===== config.mk =====
export PLATFORM = sky130hd
export DESIGN_NAME = if_fetch_queue
export DESIGN_NICKNAME = d
export VERILOG_FILES = /design/src/rtl/if_stage_pkg.sv /design/src/rtl/if_fetch_queue.sv
export SDC_FILE = /design/constraint.sdc
export NUM_CORES = 1
export LEC_CHECK = 0
export ABC_AREA = 1
export CAP_MARGIN = 0
export CORE_ASPECT_RATIO = 0.7
export CORE_MARGIN = 2
export CORE_UTILIZATION = 51
export DETAILED_ROUTE_END_ITERATION = 10
export MAX_ROUTING_LAYER = met4
export PLACE_DENSITY = 0.76
export SLEW_MARGIN = 20
export SYNTH_ARGS = -nofsm -noshare
export SYNTH_HDL_FRONTEND = slang
export SYNTH_SLANG_ARGS = --single-unit

===== constraint.sdc =====
create_clock -name clk -period 1.65 [get_ports clk]
set_input_delay 0.33 -clock clk [delete_from_list [all_inputs] [get_ports clk]]
set_output_delay 0.33 -clock clk [all_outputs]
set_load 0.05 [all_outputs]

===== src/rtl/if_stage_pkg.sv =====
// Shared IF-stage types: the record IF hands downstream and the fetch-queue default depth.
package if_stage_pkg;

   localparam int IFQ_DEPTH_DEFAULT = 4;

   // 132-bit record: instruction word, its pc, pc+4, branch-kind flags and the IF prediction.
   typedef struct packed {
      logic [31:0] inst;
      logic [31:0] pc;
      logic [31:0] pc4;
      logic        is_branch;
      logic        is_jal;
      logic        is_jalr;
      logic        pred_taken;
      logic [31:0] pred_target;
   } if_stage_out_t;

   localparam int IF_STAGE_OUT_W = $bits(if_stage_out_t);

   function automatic logic [15:0] sat_add16(input logic [15:0] a, input logic [15:0] b);
      logic [16:0] sum;
      sum = {1'b0, a} + {1'b0, b};
      return sum[16] ? 16'hFFFF : sum[15:0];
   endfunction

endpackage


===== src/rtl/if_fetch_queue.sv =====
// In-order IF->ID decoupling queue: stalls IF when full, flushed by the EX redirect.
// Top level: if_stage_in_t.stall = hazard_stall | if_stall_o; flush_i = br_taken | misprediction.
module if_fetch_queue
   import if_stage_pkg::*;
#(
   parameter  int DEPTH = IFQ_DEPTH_DEFAULT,
   localparam int PTR_W = $clog2(DEPTH),
   localparam int CNT_W = PTR_W + 1
) (
   input  logic              clk,
   input  logic              arst_n,
   input  if_stage_out_t     if_out_i,
   input  logic              if_valid_i,
   output logic              if_stall_o,
   input  logic              flush_i,
   output if_stage_out_t     id_out_o,
   output logic              id_valid_o,
   input  logic              id_ready_i,
   output logic [CNT_W-1:0]  count_o,
   output logic [15:0]       flush_drop_o
);

   if_stage_out_t    mem_q [DEPTH];
   logic [PTR_W-1:0] wr_ptr_q;
   logic [PTR_W-1:0] rd_ptr_q;
   logic [CNT_W-1:0] count_q;
   logic [15:0]      flush_drop_q;

   logic full;
   logic empty;
   logic push;
   logic pop;

   assign full  = (count_q == CNT_W'(DEPTH));
   assign empty = (count_q == '0);

   // A redirect masks both sides, so no wrong-path record enters or reaches ID that cycle.
   assign push       = if_valid_i & ~full & ~flush_i;
   assign id_valid_o = ~empty & ~flush_i;
   assign pop        = id_valid_o & id_ready_i;

   assign if_stall_o   = full;
   assign id_out_o     = mem_q[rd_ptr_q];
   assign count_o      = count_q;
   assign flush_drop_o = flush_drop_q;

   always_ff @(posedge clk or negedge arst_n) begin
      if (!arst_n) begin
         wr_ptr_q     <= '0;
         rd_ptr_q     <= '0;
         count_q      <= '0;
         flush_drop_q <= '0;
         // NOTE: storage is reset too, so id_out_o reads a defined zero record out of reset.
         for (int i = 0; i < DEPTH; i++) begin
            mem_q[i] <= '0;
         end
      end else if (flush_i) begin
         wr_ptr_q     <= '0;
         rd_ptr_q     <= '0;
         count_q      <= '0;
         flush_drop_q <= sat_add16(flush_drop_q, 16'(count_q));
      end else begin
         // NOTE: non-blocking updates let every branch read pre-edge state consistently.
         if (push) begin
            mem_q[wr_ptr_q] <= if_out_i;
            wr_ptr_q        <= wr_ptr_q + 1'b1;
         end
         if (pop) begin
            rd_ptr_q <= rd_ptr_q + 1'b1;
         end
         unique case ({push, pop})
            2'b10:   count_q <= count_q + 1'b1;
            2'b01:   count_q <= count_q - 1'b1;
            default: count_q <= count_q;
         endcase
      end
   end

endmodule


Yosys cells after proc, flatten, opt, wreduce, memory -nomap -nowiden:

Cells that the tools add are included.

* bits in writable memories: 0
* bits in latches: 0
* memories: 0
* bits in registers: 551
* input port bits: 137
* memory bits (read-only): 0
* output and inout bits: 153

* add/subtract/negate cells: 5
* shift-type cells: 0
* multipliers: 0
* reduce and logical (&&, ||, !) cells: 6
* divide/modulo/power cells: 0
* order comparisons: 3
* muxes and demuxes: 13
* bitwise logic cells: 9
* equal/unequal tests: 3

Operators with widths (number)
* $bwmux W528: 1
* $mux W132: 3
* $bmux W132 S2: 1
* $demux W132 S2: 1
* $add A16 B3 Y17: 1
* $mux W16: 1
* $mux W2: 4
* $ge A3 B3 Y1 const B: 2
* $not A2 Y3: 2
* $pmux W3 S2: 1
* $add A2 B1 Y2 const B: 2
* $and A1 B1 Y1: 4
* $reduce_bool A2 Y1: 2
* $add A3 B1 Y3 const B: 1
* $eq A3 B3 Y1 const B: 1
* $logic_not A3 Y1: 1
* $lt A3 B1 Y1 const B: 1
* $mux W3: 1
* $not A1 Y1: 3
* $reduce_bool A3 Y1: 1
* $sub A3 B1 Y3 const B: 1
* $eq A2 B1 Y1 const B: 1
* $eq A2 B2 Y1 const B: 1
* $reduce_and A2 Y1: 1
* $logic_and A1 B1 Y1: 1

Logic depth before layout (Yosys ltp):

* depth after elaboration: 7
* gate-level depth with buffers: 12
* gate-level depth less buffers: 12

Worst setup path before layout:

No wires, ideal clock.

* path type: register to register
* from: register count_q[1], in the netlist count_o[1]
* to: register count_q[2], in the netlist count_o[2]
* clock period less this slack: 2814 ps
* stages on the path, launching flop included: 11
* path slack: -1164 ps
* arrival: 2748 ps
* buffers on the path: 0
* cells stage by stage: dfrtp_1 nor2_2 a21oi_1 nand3_1 inv_1 fa_1 xnor2_1 nand4_1 nand2_1 nand2_1 nand2_1

* word-level cells in the longest chain between the ends: 7
* elaborated cells between the ends (all ways): 15
* those cells by class: add/sub (2); eq/ne (3); mux (2); bitwise (6); reduce/logical (2)

RTL lines
* start, declared: RTL line if_fetch_queue.sv:26 `logic [CNT_W-1:0] count_q;`
* start signal, assigned: RTL line if_fetch_queue.sv:72 `2'b10: count_q <= count_q + 1'b1;`
* start signal, assigned: RTL line if_fetch_queue.sv:73 `2'b01: count_q <= count_q - 1'b1;`
* start signal, assigned: RTL line if_fetch_queue.sv:74 `default: count_q <= count_q;`
* $logic_not A3 Y1 *: RTL line if_fetch_queue.sv:35 `assign empty = (count_q == '0);`
* $not A1 Y1 *: RTL line if_fetch_queue.sv:39 `assign id_valid_o = ~empty & ~flush_i;`
* $and A1 B1 Y1 *: RTL line if_fetch_queue.sv:39
* net id_valid_o: RTL line if_fetch_queue.sv:17 `output logic id_valid_o,`
* $and A1 B1 Y1 *: RTL line if_fetch_queue.sv:40 `assign pop = id_valid_o & id_ready_i;`
* $eq A2 B1 Y1 or $eq A2 B2 Y1 (tied branches): RTL line if_fetch_queue.sv:71 `unique case ({push, pop})`
* $pmux W3 S2: RTL line if_fetch_queue.sv:71
* $mux W3: RTL line if_fetch_queue.sv:57 `end else if (flush_i) begin`

Mark *: on every way through the listed nets, which the timed path passes. The rest lies on a longest branch.
A chain may end at the register's enable or synchronous reset.

==> flow_metrics.env <==
export IMPL_synthXorXnorAreaFrac=0.00136
export IMPL_r2r_start="count_o[0]"
export IMPL_synthArstFlopShare=1.00
export IMPL_hold_viol=0
export IMPL_use_met1=0.383
export IMPL_irDropWorstVdd_v=0.00186
export IMPL_clk_insertion_delay_late_ps=600
export IMPL_power_density_nw_per_um2=2260
export IMPL_setup_viol=663
export IMPL_die_width_um=273
export IMPL_violations="setup timing"
export IMPL_dp_cells=3782
export IMPL_final_core_util=0.731
export IMPL_avgSynthCellArea_um2=9.29
export IMPL_grt_util_met3=0.0468
export IMPL_period_minus_slack_ps=2550
export IMPL_synthAdderAreaFrac=0.00495
export IMPL_reg2reg_to="mem_q[221]"
export IMPL_antenna_cells=0
export IMPL_syn_to_final_growth_pct=40.7
export IMPL_yosys_area_share_simple=0.138
export IMPL_p_leak_nw=16.6
export IMPL_p_clk_frac=0.160
export IMPL_finalClockSkew_ps=17.7
export IMPL_worst_slack_ps=-898
export IMPL_routed_via_count=22200
export IMPL_num_rows=68
export IMPL_crit_path_end_kind="output port"
export IMPL_place_area_um2=33900
export IMPL_viasPerCell=5.71
export IMPL_yosysMostFrequentCell="nand2_1"
export IMPL_drv_slew=0
export IMPL_grt_overflow=0
export IMPL_start_kind="flip-flop"
export IMPL_status="complete, but fails checks"
export IMPL_h_tree_depth=2
export IMPL_first_pass_iters=6
export IMPL_min_path_type="input pin to asynchronous set/reset pin"
export IMPL_cap_violations=0
export IMPL_antenna_found_initial=0
export IMPL_tritoncts="built"
export IMPL_path_clk_slew_ps=60
export IMPL_p_comb_frac=0.562
export IMPL_gp_congestion=0.862
export IMPL_period_share=1.54
export IMPL_ys_types=32
export IMPL_drive_gt1_frac=0.324
export IMPL_cts_made_buffers=52
export IMPL_seq_area_frac_synth=0.535
export IMPL_synthCells=2773
export IMPL_worst_slew_pin_slew_ps=485
export IMPL_crit_required_ps=1320
export IMPL_coreArea_um2=49600
export IMPL_final_cell_count_no_fill=3888
export IMPL_yosys_area_top_type="dfrtp_1"
export IMPL_whs_ps=249
export IMPL_finalSetupTns_ps=-132760
export IMPL_synthMuxAreaShare=0
export IMPL_fillCellCount=3185
export IMPL_port_buffers=289
export IMPL_netlist_area_um2=25800
export IMPL_grt_pass1_wl_um=122000
export IMPL_p_switching_mw=34.7
export IMPL_grt_pass1_vias=23000
export IMPL_grt_busiest_layer="met2"
export IMPL_rsz0062_at_grt="yes"
export IMPL_path_max_fanout=16
export IMPL_first_iter_violations=1968
export IMPL_cts_sinks=551
export IMPL_nets=3329
export IMPL_dieArea_um2=52400
export IMPL_drc=0
export IMPL_ys_warn_count=0
export IMPL_clk_path_buf_depth=3
export IMPL_intPower_mw=47.3
export IMPL_synth_compound_area_share=0.237
export IMPL_power_total_mw=82.0
export IMPL_post_place_ws_ps=-456
export IMPL_p_sw_frac=0.424
export IMPL_worstSetupPathType="flip-flop to output port"
export IMPL_clock_fmax_ghz=0.392
export IMPL_ys_top_cells_by_area="dfrtp_1, o21ai_2, nand2_1"
export IMPL_final_area_um2=36300
export IMPL_relSlewSlack=0.674
export IMPL_ios=290
export IMPL_ys_top_cells_by_count="nand2_1, dfrtp_1, o21ai_2"
export IMPL_ant_nets=0
export IMPL_track_usage=0.298
export IMPL_root_buffer="clkbuf_16"
export IMPL_die_height_um=192
export IMPL_synth_top_cell_area_share=0.535
export IMPL_routed_wl_um=74300
export IMPL_met2_usage=0.480
export IMPL_start_util=0.519
export IMPL_grt_max_degree=61
export IMPL_ys_ff_latch=551
export IMPL_seq_power_share=0.278
export IMPL_r2r_setup_slack_ps=-150
export IMPL_synth_edf_count=0
export IMPL_post_drt_wl_per_cell_um=19.1
export IMPL_syn_nets=2919
export IMPL_rr_worst_depth=8
export IMPL_cp_arrival_ps=2220
export IMPL_synth_top_family_by_area="compound AO/OA/AOI/OAI gates"
export IMPL_synth_flop_cell="dfrtp_1"
export IMPL_dpl_hpwl_um=48800
==> worst max-delay path by stage <==
stage	from	endpoint	slack [ps]	cells after the start
after floorplan	count_o[0]	count_o[2]	-290	11
after global placement	if_valid_i	count_o[2]	-430	11
after detailed placement	flush_i	mem_q[212]	-460	7
after CTS	rd_ptr_q[0]	id_out_o[1]	-870	6
after global routing	rd_ptr_q[0]	id_out_o[28]	-930	6
final	rd_ptr_q[0]	id_out_o[43]	-900	5
==> what timing repair did <==
| action | 4_1_cts | 5_1_grt |
|---|---|---|
| resized for setup | 103 | 68 |
| endpoints found under the hold margin | 43 | 0 |
| buffers inserted | 5 | 0 |
| gates cloned | 5 | 1 |
| endpoints found under the setup margin | 671 | 687 |
| hold buffers | 1 | 0 |
| pin swaps | 12 | 7 |
==> sequential cells by signal (all words and copies together) (netlist names) <==
signal	flops
rd_ptr_q	2
wr_ptr_q	2
count_o	3
flush_drop_o	16
mem_q	528
==> power groups by stage <==
stage               combinational [mW]  clock, mW  sequential, mW
floorplan                         27.4          0            22.1
detailed placement                45.1          0            22.7
CTS                               46.0       13.2            22.7
finish                            46.1       13.1            22.8
global route                      48.6       13.8            23.4
global placement                  44.0          0            22.3
==> cell type report <==
| cell class | count | area (um2) | area share |
|---|---|---|---|
| Sequential cell | 551 | 13800 | 0.381 |
| Multi-Input combinational cell | 1859 | 11900 | 0.327 |
| Timing Repair Buffer | 561 | 7300 | 0.201 |
| Clock buffer | 69 | 1490 | 0.0410 |
| Tap cell | 665 | 832 | 0.0229 |
| Inverter | 158 | 622 | 0.0172 |
| Clock inverter | 25 | 362 | 0.00997 |
==> cells by family (layout without fill, tap and decap cells) <==
family                   Yosys count  in the layout
AO/OA/AOI/OAI                    939            939
XOR/XNOR                           4              4
flip-flops                       551            551
adder cells (fa/ha/maj)            9              9
AND/OR/NAND/NOR                  907            907
buffers and inverters            363            813
==> worst max-delay path, cell delays in order, from the launching register on <==
cell	delay (ps)
dfrtp_4	580
buf_12	200
buf_16	170
nor2_1	310
o22ai_4	160
buf_12	180
==> placed cells by master, fill, tap and decap left out, types with 4 or more instances in the layout <==
master	count
nand2_1	578
dfrtp_1	545
o21ai_1	358
o21ai_2	346
nor2_1	263
buf_4	203
buf_12	198
inv_1	154
clkdlybuf4s50_1	135
o22ai_4	132
o21ai_0	98
clkbuf_16	54
nand3_1	19
nor2_2	15
clkinv_2	12
buf_6	12
clkbuf_8	10
bufinv_16	9
ha_1	6
clkbuf_1	6
buf_16	6
nand4_1	5
nand2_2	4
nand3_2	4
nand2_8	4
==> per-layer routing <==
metal  wire, um  vias to the layer above
li1           -                    10100
met1      30100                    11100
met2      37200                      822
met3       4650                      189
met4       2390                        0
met5          0                        -
Power figures use the tool's default switching activity.
